===== config.mk =====
export PLATFORM = sky130hd
export DESIGN_NAME = dff_bank_sched
export DESIGN_NICKNAME = d
export VERILOG_FILES = /design/src/rtl/dff_bank_sched.sv
export SDC_FILE = /design/constraint.sdc
export NUM_CORES = 1
export LEC_CHECK = 0
export CORE_MARGIN = 1.5
export CORE_UTILIZATION = 46
export CTS_CLUSTER_DIAMETER = 40
export DETAILED_ROUTE_END_ITERATION = 12
export GPL_TIMING_DRIVEN = 0
export PLACE_DENSITY_LB_ADDON = 0.3
export SYNTH_ARGS = -nofsm -noshare
export SYNTH_HDL_FRONTEND = slang
export SYNTH_SLANG_ARGS = --single-unit
export TNS_END_PERCENT = 50

===== constraint.sdc =====
create_clock -name clk -period 3.5 [get_ports clk]
set_clock_uncertainty 0.1 [all_clocks]
set_input_delay 0.7 -clock clk [delete_from_list [all_inputs] [get_ports clk]]
set_output_delay 0.7 -clock clk [all_outputs]
set_load 0.01 [all_outputs]

===== src/rtl/dff_bank_sched.sv =====
// Round-robin scheduler/sequencer for a WIDTH-bit bank of clear/preset D flip-flops.
// Latency: a granted op holds gnt for (1 or PULSE)+RECOV+1 cycles, done pulses in the last one.
// Backpressure: requests are level-held; requests seen while busy wait for the next IDLE cycle.
//
// Ports:
//   clk, clr_n          clock (rising edge), asynchronous active-low reset
//   req/op/wdata        per-requester request level, 2-bit opcode, load data
//   gnt/done/busy       one-hot grant, one-cycle completion pulse, sequencer active
//   bank_d/bank_en      load data and load strobe to the bank
//   bank_clr/bank_pr    timed active-high clear / preset pulses to the bank
//   bank_q              bank readback
//   rdata/err           readback captured at completion, sticky mismatch flag
module dff_bank_sched #(
  parameter int WIDTH = 4,
  parameter int NREQ  = 3,
  parameter int PULSE = 2,
  parameter int RECOV = 1
) (
  input  logic                  clk,
  input  logic                  clr_n,
  input  logic [NREQ-1:0]       req,
  input  logic [2*NREQ-1:0]     op,
  input  logic [WIDTH*NREQ-1:0] wdata,
  output logic [NREQ-1:0]       gnt,
  output logic [NREQ-1:0]       done,
  output logic                  busy,
  output logic [WIDTH-1:0]      bank_d,
  output logic                  bank_en,
  output logic                  bank_clr,
  output logic                  bank_pr,
  input  logic [WIDTH-1:0]      bank_q,
  output logic [WIDTH-1:0]      rdata,
  output logic                  err
);

  localparam int PW   = $clog2(NREQ);
  localparam int CMAX = (PULSE > RECOV) ? PULSE : RECOV;
  localparam int CW   = $clog2(CMAX + 1);

  localparam logic [1:0] OP_LOAD   = 2'b00;
  localparam logic [1:0] OP_CLEAR  = 2'b01;
  localparam logic [1:0] OP_PRESET = 2'b10;
  localparam logic [1:0] OP_TOGGLE = 2'b11;

  typedef enum logic [1:0] {
    ST_IDLE,
    ST_EXEC,
    ST_RECOV,
    ST_CHECK
  } state_t;

  state_t            state_q, state_d;
  logic [PW-1:0]     ptr_q, ptr_d;
  logic [WIDTH-1:0]  exp_q, exp_d;
  logic [CW-1:0]     cnt_q, cnt_d;
  logic [NREQ-1:0]   gnt_q, gnt_d;
  logic [NREQ-1:0]   done_q, done_d;
  logic              busy_q, busy_d;
  logic [WIDTH-1:0]  bank_d_q, bank_d_d;
  logic              bank_en_q, bank_en_d;
  logic              bank_clr_q, bank_clr_d;
  logic              bank_pr_q, bank_pr_d;
  logic [WIDTH-1:0]  rdata_q, rdata_d;
  logic              err_q, err_d;

  // Round-robin search: first set req starting one past the last grant.
  logic              arb_found;
  int                arb_idx;
  logic [1:0]        sel_op;
  logic [WIDTH-1:0]  sel_wdata;

  always_comb begin
    arb_found = 1'b0;
    arb_idx   = 0;
    for (int k = 1; k <= NREQ; k++) begin
      if (!arb_found && req[(int'(ptr_q) + k) % NREQ]) begin
        arb_found = 1'b1;
        arb_idx   = (int'(ptr_q) + k) % NREQ;
      end
    end
    sel_op    = op[2*arb_idx +: 2];
    sel_wdata = wdata[WIDTH*arb_idx +: WIDTH];
  end

  // Next-state and registered-output logic. Outputs are computed for the
  // state being entered, so every port comes straight from a flop.
  always_comb begin
    state_d    = state_q;
    ptr_d      = ptr_q;
    exp_d      = exp_q;
    cnt_d      = cnt_q;
    gnt_d      = gnt_q;
    done_d     = '0;
    bank_d_d   = bank_d_q;
    bank_en_d  = bank_en_q;
    bank_clr_d = bank_clr_q;
    bank_pr_d  = bank_pr_q;
    rdata_d    = rdata_q;
    err_d      = err_q;

    case (state_q)
      ST_IDLE: begin
        gnt_d      = '0;
        bank_d_d   = '0;
        bank_en_d  = 1'b0;
        bank_clr_d = 1'b0;
        bank_pr_d  = 1'b0;
        if (arb_found) begin
          state_d = ST_EXEC;
          ptr_d   = PW'(arb_idx);
          gnt_d   = NREQ'(1) << arb_idx;
          case (sel_op)
            OP_LOAD: begin
              exp_d     = sel_wdata;
              bank_d_d  = sel_wdata;
              bank_en_d = 1'b1;
              cnt_d     = '0;
            end
            OP_CLEAR: begin
              exp_d      = '0;
              bank_clr_d = 1'b1;
              cnt_d      = CW'(PULSE - 1);
            end
            OP_PRESET: begin
              exp_d     = '1;
              bank_pr_d = 1'b1;
              cnt_d     = CW'(PULSE - 1);
            end
            default: begin  // OP_TOGGLE: invert what the bank holds right now
              exp_d     = ~bank_q;
              bank_d_d  = ~bank_q;
              bank_en_d = 1'b1;
              cnt_d     = '0;
            end
          endcase
        end
      end

      ST_EXEC: begin
        if (cnt_q == '0) begin
          state_d    = ST_RECOV;
          cnt_d      = CW'(RECOV - 1);
          bank_d_d   = '0;
          bank_en_d  = 1'b0;
          bank_clr_d = 1'b0;
          bank_pr_d  = 1'b0;
        end else begin
          cnt_d = cnt_q - 1'b1;
        end
      end

      ST_RECOV: begin
        if (cnt_q == '0) begin
          // Readback is sampled after the recovery gap so the bank has settled.
          state_d = ST_CHECK;
          done_d  = gnt_q;
          rdata_d = bank_q;
          if (bank_q != exp_q) err_d = 1'b1;
        end else begin
          cnt_d = cnt_q - 1'b1;
        end
      end

      default: begin  // ST_CHECK
        state_d = ST_IDLE;
        gnt_d   = '0;
      end
    endcase

    busy_d = (state_d != ST_IDLE);
  end

  always_ff @(posedge clk or negedge clr_n) begin
    if (!clr_n) begin
      state_q    <= ST_IDLE;
      ptr_q      <= PW'(NREQ - 1);
      exp_q      <= '0;
      cnt_q      <= '0;
      gnt_q      <= '0;
      done_q     <= '0;
      busy_q     <= 1'b0;
      bank_d_q   <= '0;
      bank_en_q  <= 1'b0;
      bank_clr_q <= 1'b0;
      bank_pr_q  <= 1'b0;
      rdata_q    <= '0;
      err_q      <= 1'b0;
    end else begin
      state_q    <= state_d;
      ptr_q      <= ptr_d;
      exp_q      <= exp_d;
      cnt_q      <= cnt_d;
      gnt_q      <= gnt_d;
      done_q     <= done_d;
      busy_q     <= busy_d;
      bank_d_q   <= bank_d_d;
      bank_en_q  <= bank_en_d;
      bank_clr_q <= bank_clr_d;
      bank_pr_q  <= bank_pr_d;
      rdata_q    <= rdata_d;
      err_q      <= err_d;
    end
  end

  assign gnt      = gnt_q;
  assign done     = done_q;
  assign busy     = busy_q;
  assign bank_d   = bank_d_q;
  assign bank_en  = bank_en_q;
  assign bank_clr = bank_clr_q;
  assign bank_pr  = bank_pr_q;
  assign rdata    = rdata_q;
  assign err      = err_q;

endmodule


## After elaboration in Yosys (flattened, before gate mapping)

Cells that the tools add are included.

- Bits in read-only memories: 0
- Bits in writable memories: 0
- Bits of input ports: 27
- Output and inout port bits: 19
- Logic and storage cells: 95
- Bits in latches: 0
- Memories kept: 0
- Register bits after elaboration: 29

- Div/mod/pow operators: 3
- Reductions and logical operators: 17
- Bitwise gates (word level): 1
- Equal/unequal tests: 8
- Shift-type cells: 3
- Multiplexer cells: 43
- Magnitude comparators: 3
- Add/subtract/negate cells: 4
- Multipliers: 0

Operators with widths:

| cell | number |
|---|---|
| less-than comparator 32 x 4 -> 1 bit, second input constant | 3 |
| remainder unit 32 x 3 -> 32 bit, second input constant | 3 |
| 2-to-1 mux 32 bit | 3 |
| indexed part select 12 x 32 -> 4 bit | 1 |
| indexed part select 6 x 32 -> 2 bit | 1 |
| << shifter 1 x 32 -> 3 bit, first input constant | 1 |
| 2-to-1 mux 1 bit | 17 |
| case mux 4 bit (2 select lines) | 2 |
| 2-to-1 mux 2 bit | 6 |
| case mux 2 bit (3 select lines) | 2 |
| case mux 4 bit (3 select lines) | 1 |
| 2-to-1 mux 3 bit | 3 |
| 2-to-1 mux 4 bit | 2 |
| adder 2 x 2 -> 3 bit, second input constant | 2 |
| binary-select mux 1 bit (select 2 bit) | 3 |
| logical NOT 2 bit | 3 |
| inequality test 2 bit, second input constant | 3 |
| case mux 1 bit (2 select lines) | 3 |
| case mux 3 bit (2 select lines) | 1 |
| AND reduction 2 bit | 3 |
| AND reduction 3 bit | 2 |
| equality test 2 x 1 -> 1 bit, second input constant | 2 |
| equality test 2 bit, second input constant | 2 |
| inequality test 4 bit | 1 |
| 8 further kinds | 12 |

## Logic depth before layout (Yosys ltp)

Gate-level depths: netlist (run 1).

- Depth in word-level cells: 18
- Depth in mapped cells: 16
- Depth with buffers taken out: 16

## Worst setup path after synthesis (run 1)

Ideal clock, no wire load.

- Kind: register to register
- Start point: register ptr_q[1]
- End point: register bank_d_q[0], in the netlist bank_d[0]
- Buffers on the path: 2
- Required time: 3334 ps
- Stages on the path, launching flop included: 16
- Slack: -115 ps
- Clock period less this slack: 3615 ps
- Setup time: 66 ps
- Arrival: 3448 ps
- Cell sequence: dfstp_2 inv_1 ha_1 buf_2 nand3b_1 ha_1 o21ai_0 o31ai_1 and2_1 a211oi_2 o211a_1 ha_1 clkbuf_1 or3b_1 nor2_1 a221o_1

- Cells in the longest elaborated chain, start to end: 18
- Elaborated cells on any way between the ends: 34
- Those cells by class: add/sub (3); div (3); eq/ne (2); shift (2); mux (18); reduce/logical (6)

RTL lines:

| what | line | text |
|---|---|---|
| start, declared | 53 | `logic [PW-1:0] ptr_q, ptr_d;` |
| start signal, assigned | 176 | `ptr_q <= PW'(NREQ - 1);` |
| start signal, assigned | 190 | `ptr_q <= ptr_d;` |
| adder 2 x 1 -> 3 bit | 76, 78 |  |
| remainder unit 32 x 3 -> 32 bit | 76, 78 |  |
| binary-select mux 1 bit (select 2 bit) | 76 | `if (!arb_found && req[(int'(ptr_q) + k) % NREQ]) begin` |
| 2-to-1 mux 1 bit (not written as such) (2 in series) | 76 |  |
| 2-to-1 mux 1 bit | 76 |  |
| logical NOT 1 bit | 76 |  |
| logical AND 1 bit | 76 |  |
| 2-to-1 mux 1 bit | 76 |  |
| logical NOT 1 bit | 76 |  |
| logical AND 1 bit | 76 |  |
| 2-to-1 mux 32 bit | 76 |  |
| indexed part select 6 x 32 -> 2 bit | 81 | `sel_op = op[2*arb_idx +: 2];` |
| equality test 2 bit or equality test 2 x 1 -> 1 bit (tied branches) | 112 | `case (sel_op)` |
| OR reduction 2 bit (no line) | - |  |
| case mux 4 bit (2 select lines) | 112 |  |
| 2-to-1 mux 4 bit * | 108 | `if (arb_found) begin` |
| case mux 4 bit (2 select lines) * | 101 | `case (state_q)` |
| end signal, assigned | 196 | `bank_d_q <= bank_d_d;` |
| end, declared | 59 | `logic [WIDTH-1:0] bank_d_q, bank_d_d;` |

Every way passes the cells marked *; elsewhere a longest branch is shown, timed or not. The select of a mux whose other input is x is not followed.
A chain may end at the register's enable or synchronous reset.

## Final worst setup path (run 1)

- Start point: register ptr_q[1]
- End point: register bank_d_q[2], in the netlist bank_d[2]

The elaborated chain is that of the path after synthesis.

==> results.md, run 1 <==
* Nets at 336
* CP Launch Type: flip-flop
* Clk Latency, worst-skew pair at 0.28 ns
* Post-Route WL at 5.63 mm
* Max-cap violations at 0
* Largest family of logic cells by synthesized area: compound AO/OA/AOI/OAI gates
* Port buffer count at 43
* First-pass GRT wire length at 9.07 mm
* Worst hold path class: in -> async
* Peak supply drop at 493 uV
* Initial antenna violation count at 0
* Final-report max-slew violation count at 0
* Clk sinks at 29
* Fraction of layout cells with a size suffix above 1 at 23.5%
* Setup WS pre-CTS at -0.615 ns
* Via-to-Cell Ratio at 5.91
* Final period util at 97.3%
* RSZ-0062 raised after global routing: true
* Max Fclk at 294 MHz
* Most frequent cells in the layout: clkdlybuf4s50_1, dfrtp_1, buf_4
* Compound-cell area share of the yosys netlist at 25.7%
* Netlist cell types at 52
* Num CTS Buffers at 5
* Ys flop type: dfrtp_1
* Pwr Density at 1020 mW/mm2
* Area growth syn-to-layout at 39.7%
* Util after Layout at 68.1%
* CTS tree: yes
* Synth Area in Adders at 12.2%
* Die W at 71.4 um
* Final setup viols at 0
* Placed Instances at 317
* Core Box Area at 0.00441 mm2
* DP Wirelength at 3.93 mm
* Hold Vio Cnt, Final at 0
* Initial Utilization at 48.7%
* Final TNS setup at 0 ns
* Finished Layout Cells at 341
* Diodes inserted at 0
* DR DRC count at 0
* Antenna Nets Post-Route at 0
* Critical path fanouts, max at 8
* Final instance area at 0.00300 mm2
* WHS at 0.344 ns
* Asr flop ratio synth at 100%
* Vias in the first global route at 1891
* Root Driver: clkbuf_8
* Post-synth net total at 270
* Critical Path AT at 3.47 ns
* H-tree lvl count at 2
* Total GRT Usage at 22.4%
* Post-Syn Area per Cell at 9.69 um2
* Pre-antenna DRT Iters at 4
* WL per Instance at 16.5 um
* Post-route worst setup slack at 0.0950 ns
* Vias at 2015
* Status: complete, no violations
* Die Height at 71.4 um
* Clock Tree Buf Depth at 2
* Top Ports at 46
* Die ar. at 0.00510 mm2
* Kind of critical path: reg -> reg
* Leak at 1.33 nW
* Post-synth EDFFs at 0
* Final GP Congestion at 0.814
* Largest net degree at the start of global routing at 30
* Reg2reg setup slack at 0.1 ns
* Post-synthesis cell area at 0.00215 mm2
* Site row count at 24
* Slew margin rel. at 55.8%
* Grt ovf at 0
* DR iter-0 viols at 121
* Clk slew on worst S/H paths at 0.07 ns
* Measured slew at the worst slew-check pin at 0.663 ns
* Register area share after synthesis at 33.8%
* Dpl cell area at 0.00265 mm2
* FF+latch count, synth at 29
* Post-synthesis xor/xnor area fraction at 1.63%
* Synth Warn # at 0
* CP Data Required Time at 3.56 ns
* Tot Pwr at 3.06 mW
* Cells after synthesis at 222
* Most common cell after layout, fill and taps aside: clkdlybuf4s50_1
* Synth Area in Simple Gates at 14.9%
* CP Capture Type: flip-flop
* Hold Buf Count CTS at 0
* Mux share of post-synthesis cell area at 6.75%
* Minimum clock period at 3.40 ns
cells in the mapped netlist, types with 2 or more instances:
cell	instances	area share, %
buf_2	3	0.70
o211ai_1	4	1.4
o21ai_1	2	0.47
clkbuf_1	3	0.52
a221oi_1	4	1.6
o211a_1	3	1.4
nor4bb_1	2	0.93
a21oi_1	12	2.8
xor2_1	4	1.6
a32o_1	2	0.93
nand3b_1	2	0.70
mux2_2	4	2.1
nor2b_1	4	1.2
a211o_1	2	0.81
buf_4	4	1.4
nor2_1	12	2.1
a221o_1	8	3.7
inv_1	14	2.4
dfrtp_1	28	33
o21ai_0	15	3.5
ha_1	21	12
a211oi_1	5	1.7
a22o_1	2	0.81
nand2_1	15	2.6
nand2b_1	4	1.2
mux2i_1	10	4.7
and3_1	7	2.0
nor3_2	2	0.93
sequential cells by signal, indices dropped and copies added, names as in the netlist:
| name | count |
|---|---|
| bank_pr | 1 |
| state_q | 2 |
| cnt_q | 2 |
| ptr_q | 2 |
| done | 3 |
| bank_d | 4 |
| bank_clr | 1 |
| rdata | 4 |
| busy | 1 |
| exp_q | 4 |
| bank_en | 1 |
| gnt | 3 |
| err | 1 |
worst paths after layout:
path	cells past startpoint	start	to
worst max register to register	15	ptr_q[1]	bank_d[2]
worst min-delay path	1	clr_n	gnt[2]
min in group clk	1	err	err
max in group asynchronous	1	clr_n	bank_d[2]
worst min register to register	1	err	err
worst max-delay path	15	ptr_q[1]	bank_d[2]
routing by layer:
layer / up-vias / GRT usage [%] / routed length [um]
met4: 0 / 6.50 / 42
li1: 959 / - / -
met5: - / 0 / 0
met1: 982 / 30.9 / 2510
met3: 7 / 4.78 / 309
met2: 67 / 35.6 / 2760
report_power, final:
group	switching [mW]	leakage, nW	internal [mW]
clock network	0.130	0.0450	0.137
logic	1.11	0.916	1.08
registers	0.113	0.367	0.487
total	1.36	1.33	1.70
timing repair:
item / 4_1_cts / 5_1_grt
gates resized for setup: 9 / 31
setup endpoints to repair: 9 / 9
pin swaps: 3 / 14
setup buffers: 5 / 11
area by class of cell:
type / instances / area, um2
multi-input cells: 169 / 1440
fillers: 340 / 1410
flip-flops and latches: 29 / 727
repair buffers: 59 / 552
plain buffers: 10 / 83.8
clock buffers: 6 / 72.6
well taps: 52 / 65.1
inverters: 14 / 55.1
clock inverters: 2 / 10.0
worst max-delay path, stage by stage (launching register included):
cell and delay, ns:
dfstp_2 0.58, inv_4 0.06, ha_4 0.27, buf_8 0.12
mux2i_4 0.21, o21ai_2 0.10, a32o_1 0.21, a41o_4 0.26
a211oi_4 0.25, buf_4 0.16, o211ai_1 0.10, ha_2 0.21
inv_2 0.04, a211o_1 0.20, nor3_4 0.09, a221o_1 0.33
cell families after synthesis:
logic type / count (synthesis)
flops: 29
mux: 14
fa+ha+maj: 21
compound gates: 72
xor+xnor: 4
buf+inv: 24
simple gates: 58
Note: power is estimated with default switching activity, not from simulation.
==> inputs of run 2 (changes only) <==
PLACE_DENSITY = 0.79   (was default)
PLACE_DENSITY_LB_ADDON = default   (was 0.3)
==> results.md, run 2 (synthesis results as in run 1) <==
* Vias in the first global route at 1991 (+5.3%)
* Hold Buf Count CTS at 0 (unchanged)
* Critical path fanouts, max at 5 (-3)
* Measured slew at the worst slew-check pin at 0.667 ns (+0.00378 ns)
* Vias at 2037 (+1.1%)
* Clock Tree Buf Depth at 2 (unchanged)
* DR DRC count at 0 (unchanged)
* Initial antenna violation count at 0 (unchanged)
* WL per Instance at 17.1 um (+3.9%)
* Max-cap violations at 0 (unchanged)
* Fraction of layout cells with a size suffix above 1 at 24.4% (+0.87 points)
* Worst r2r src: ptr_q[1]
* Status: complete, no violations
* First-pass GRT wire length at 9.24 mm (+1.9%)
* Die ar. at 0.00510 mm2 (unchanged)
* Kind of critical path: reg -> reg
* Leak at 1.35 nW (+1.7%)
* Critical Path AT at 3.61 ns (+0.14 ns)
* Final-report max-slew violation count at 0 (unchanged)
* Largest net degree at the start of global routing at 30 (unchanged)
* Slew margin rel. at 55.6% (-0.25 points)
* H-tree lvl count at 2 (unchanged)
* Area growth syn-to-layout at 42.4%
* Die W at 71.4 um (unchanged)
* Nets at 338 (+0.60%)
* Final GP Congestion at 0.850 (+4.3%)
* Initial Utilization at 48.7% (unchanged)
* Final period util at 99.8% (+2.5 points)
* Diodes inserted at 0 (unchanged)
* Most frequent cells in the layout: clkdlybuf4s50_1, dfrtp_1, buf_4
* CP Data Required Time at 3.62 ns (+0.06 ns)
* Clk Latency, worst-skew pair at 0.29 ns (about the same)
* Clk sinks at 29 (unchanged)
* Via-to-Cell Ratio at 5.94 (+0.50%)
* Fill count at 331 (-2.6%)
* Final setup viols at 0 (unchanged)
* Port buffer count at 43 (unchanged)
* Num CTS Buffers at 5 (unchanged)
* Post-Route WL at 5.88 mm (+4.5%)
* CP Launch Type: flip-flop
* Site row count at 24 (unchanged)
* DR iter-0 viols at 170 (+40%)
* WHS at 0.343 ns (-0.000930 ns)
* Critical Path Source: ptr_q[1]
* Clk slew on worst S/H paths at 0.07 ns (about the same)
* Total GRT Usage at 22.9% (+0.52 points)
* Core Box Area at 0.00441 mm2 (unchanged)
* Reg2reg setup slack at 0.009 ns (-0.09 ns)
* Worst hold path class: in -> async
* Die Height at 71.4 um (unchanged)
* Minimum clock period at 3.49 ns (+0.0863 ns)
* CTS tree: yes
* Pre-antenna DRT Iters at 4 (unchanged)
* Dpl cell area at 0.00265 mm2 (unchanged)
* Antenna Nets Post-Route at 0 (unchanged)
* Final instance area at 0.00306 mm2 (+2.0%)
* Pwr Density at 1030 mW/mm2 (+1.2%)
* RSZ-0062 raised after global routing: true
* Peak supply drop at 509 uV (+3.2%)
* Grt ovf at 0 (unchanged)
* Most common cell after layout, fill and taps aside: clkdlybuf4s50_1
* Top Ports at 46 (unchanged)
* DP Wirelength at 3.86 mm (-1.8%)
* Root Driver: clkbuf_8
* Hold Vio Cnt, Final at 0 (unchanged)
* Max Fclk at 286 MHz (-2.5%)
* CP Capture Type: flip-flop
[run 2: area by class of cell]
cell class                 instances  area, um2  area share (%)
multi-input combinational        169       1460            47.7
sequential                        29        727            23.7
clock inverter                     2       10.0           0.327
buffer                            10       87.6            2.86
timing repair buffer              61        584            19.1
clock buffer                       6       72.6            2.37
inverter                          14       55.1            1.80
tap                               52       65.1            2.12
[run 2: metal layers]
layer  global-route usage [%]  vias to the layer above  share of wire, %
met2                     38.5                       81                50
met3                     5.63                        8               6.8
li1                         -                      960                 -
met1                     29.4                      988                43
met5                        0                        -                 0
met4                     6.50                        0              0.97
[run 2: path summary, 6_finish.rpt]
| path | endpoint | depth (start not counted) |
|---|---|---|
| max in group asynchronous | bank_d[1] | 1 |
| min | ptr_q[0] | 1 |
| max reg2reg | bank_d[3] | 14 |
| min in group clk | err | 1 |
| max | bank_d[3] | 14 |
| min reg2reg | err | 1 |
[run 2: repair_timing]
item,4_1_cts,5_1_grt
pin swaps,4,14
cloned,0,1
gates resized for setup,11,32
endpoints found under the hold margin,0,0
endpoints found under the setup margin,9,9
setup buffers,5,12
[run 2: per-stage QoR]
step                      instances  TNS [ns]  power (mW)  worst slack, ns  utilization (%)
after floorplan                 222         0        1.78           0.0201                -
after global placement          317     -4.37        2.24           -0.526             60.0
after detailed placement        317     -4.28        2.28           -0.509             60.0
after CTS                       330         0        2.70          0.00318             63.9
after global routing            343    -0.224        3.40          -0.0507             69.4
final                           343         0        3.15          0.00872             69.4
[run 2: power breakdown]
part | switching, mW | internal [mW]
registers | 0.112 | 0.487
logic | 1.15 | 1.14
clock network | 0.131 | 0.137
[run 2: critical path, stage by stage (launching register included)]
cell,delay [ns]
dfstp_2,0.58
inv_4,0.05
ha_4,0.31
buf_8,0.13
mux2i_4,0.21
o21ai_2,0.08
a32o_2,0.22
a41o_4,0.26
a211oi_4,0.26
o211a_1,0.22
ha_2,0.21
buf_8,0.11
or3b_4,0.41
nor2_1,0.13
a221o_1,0.14
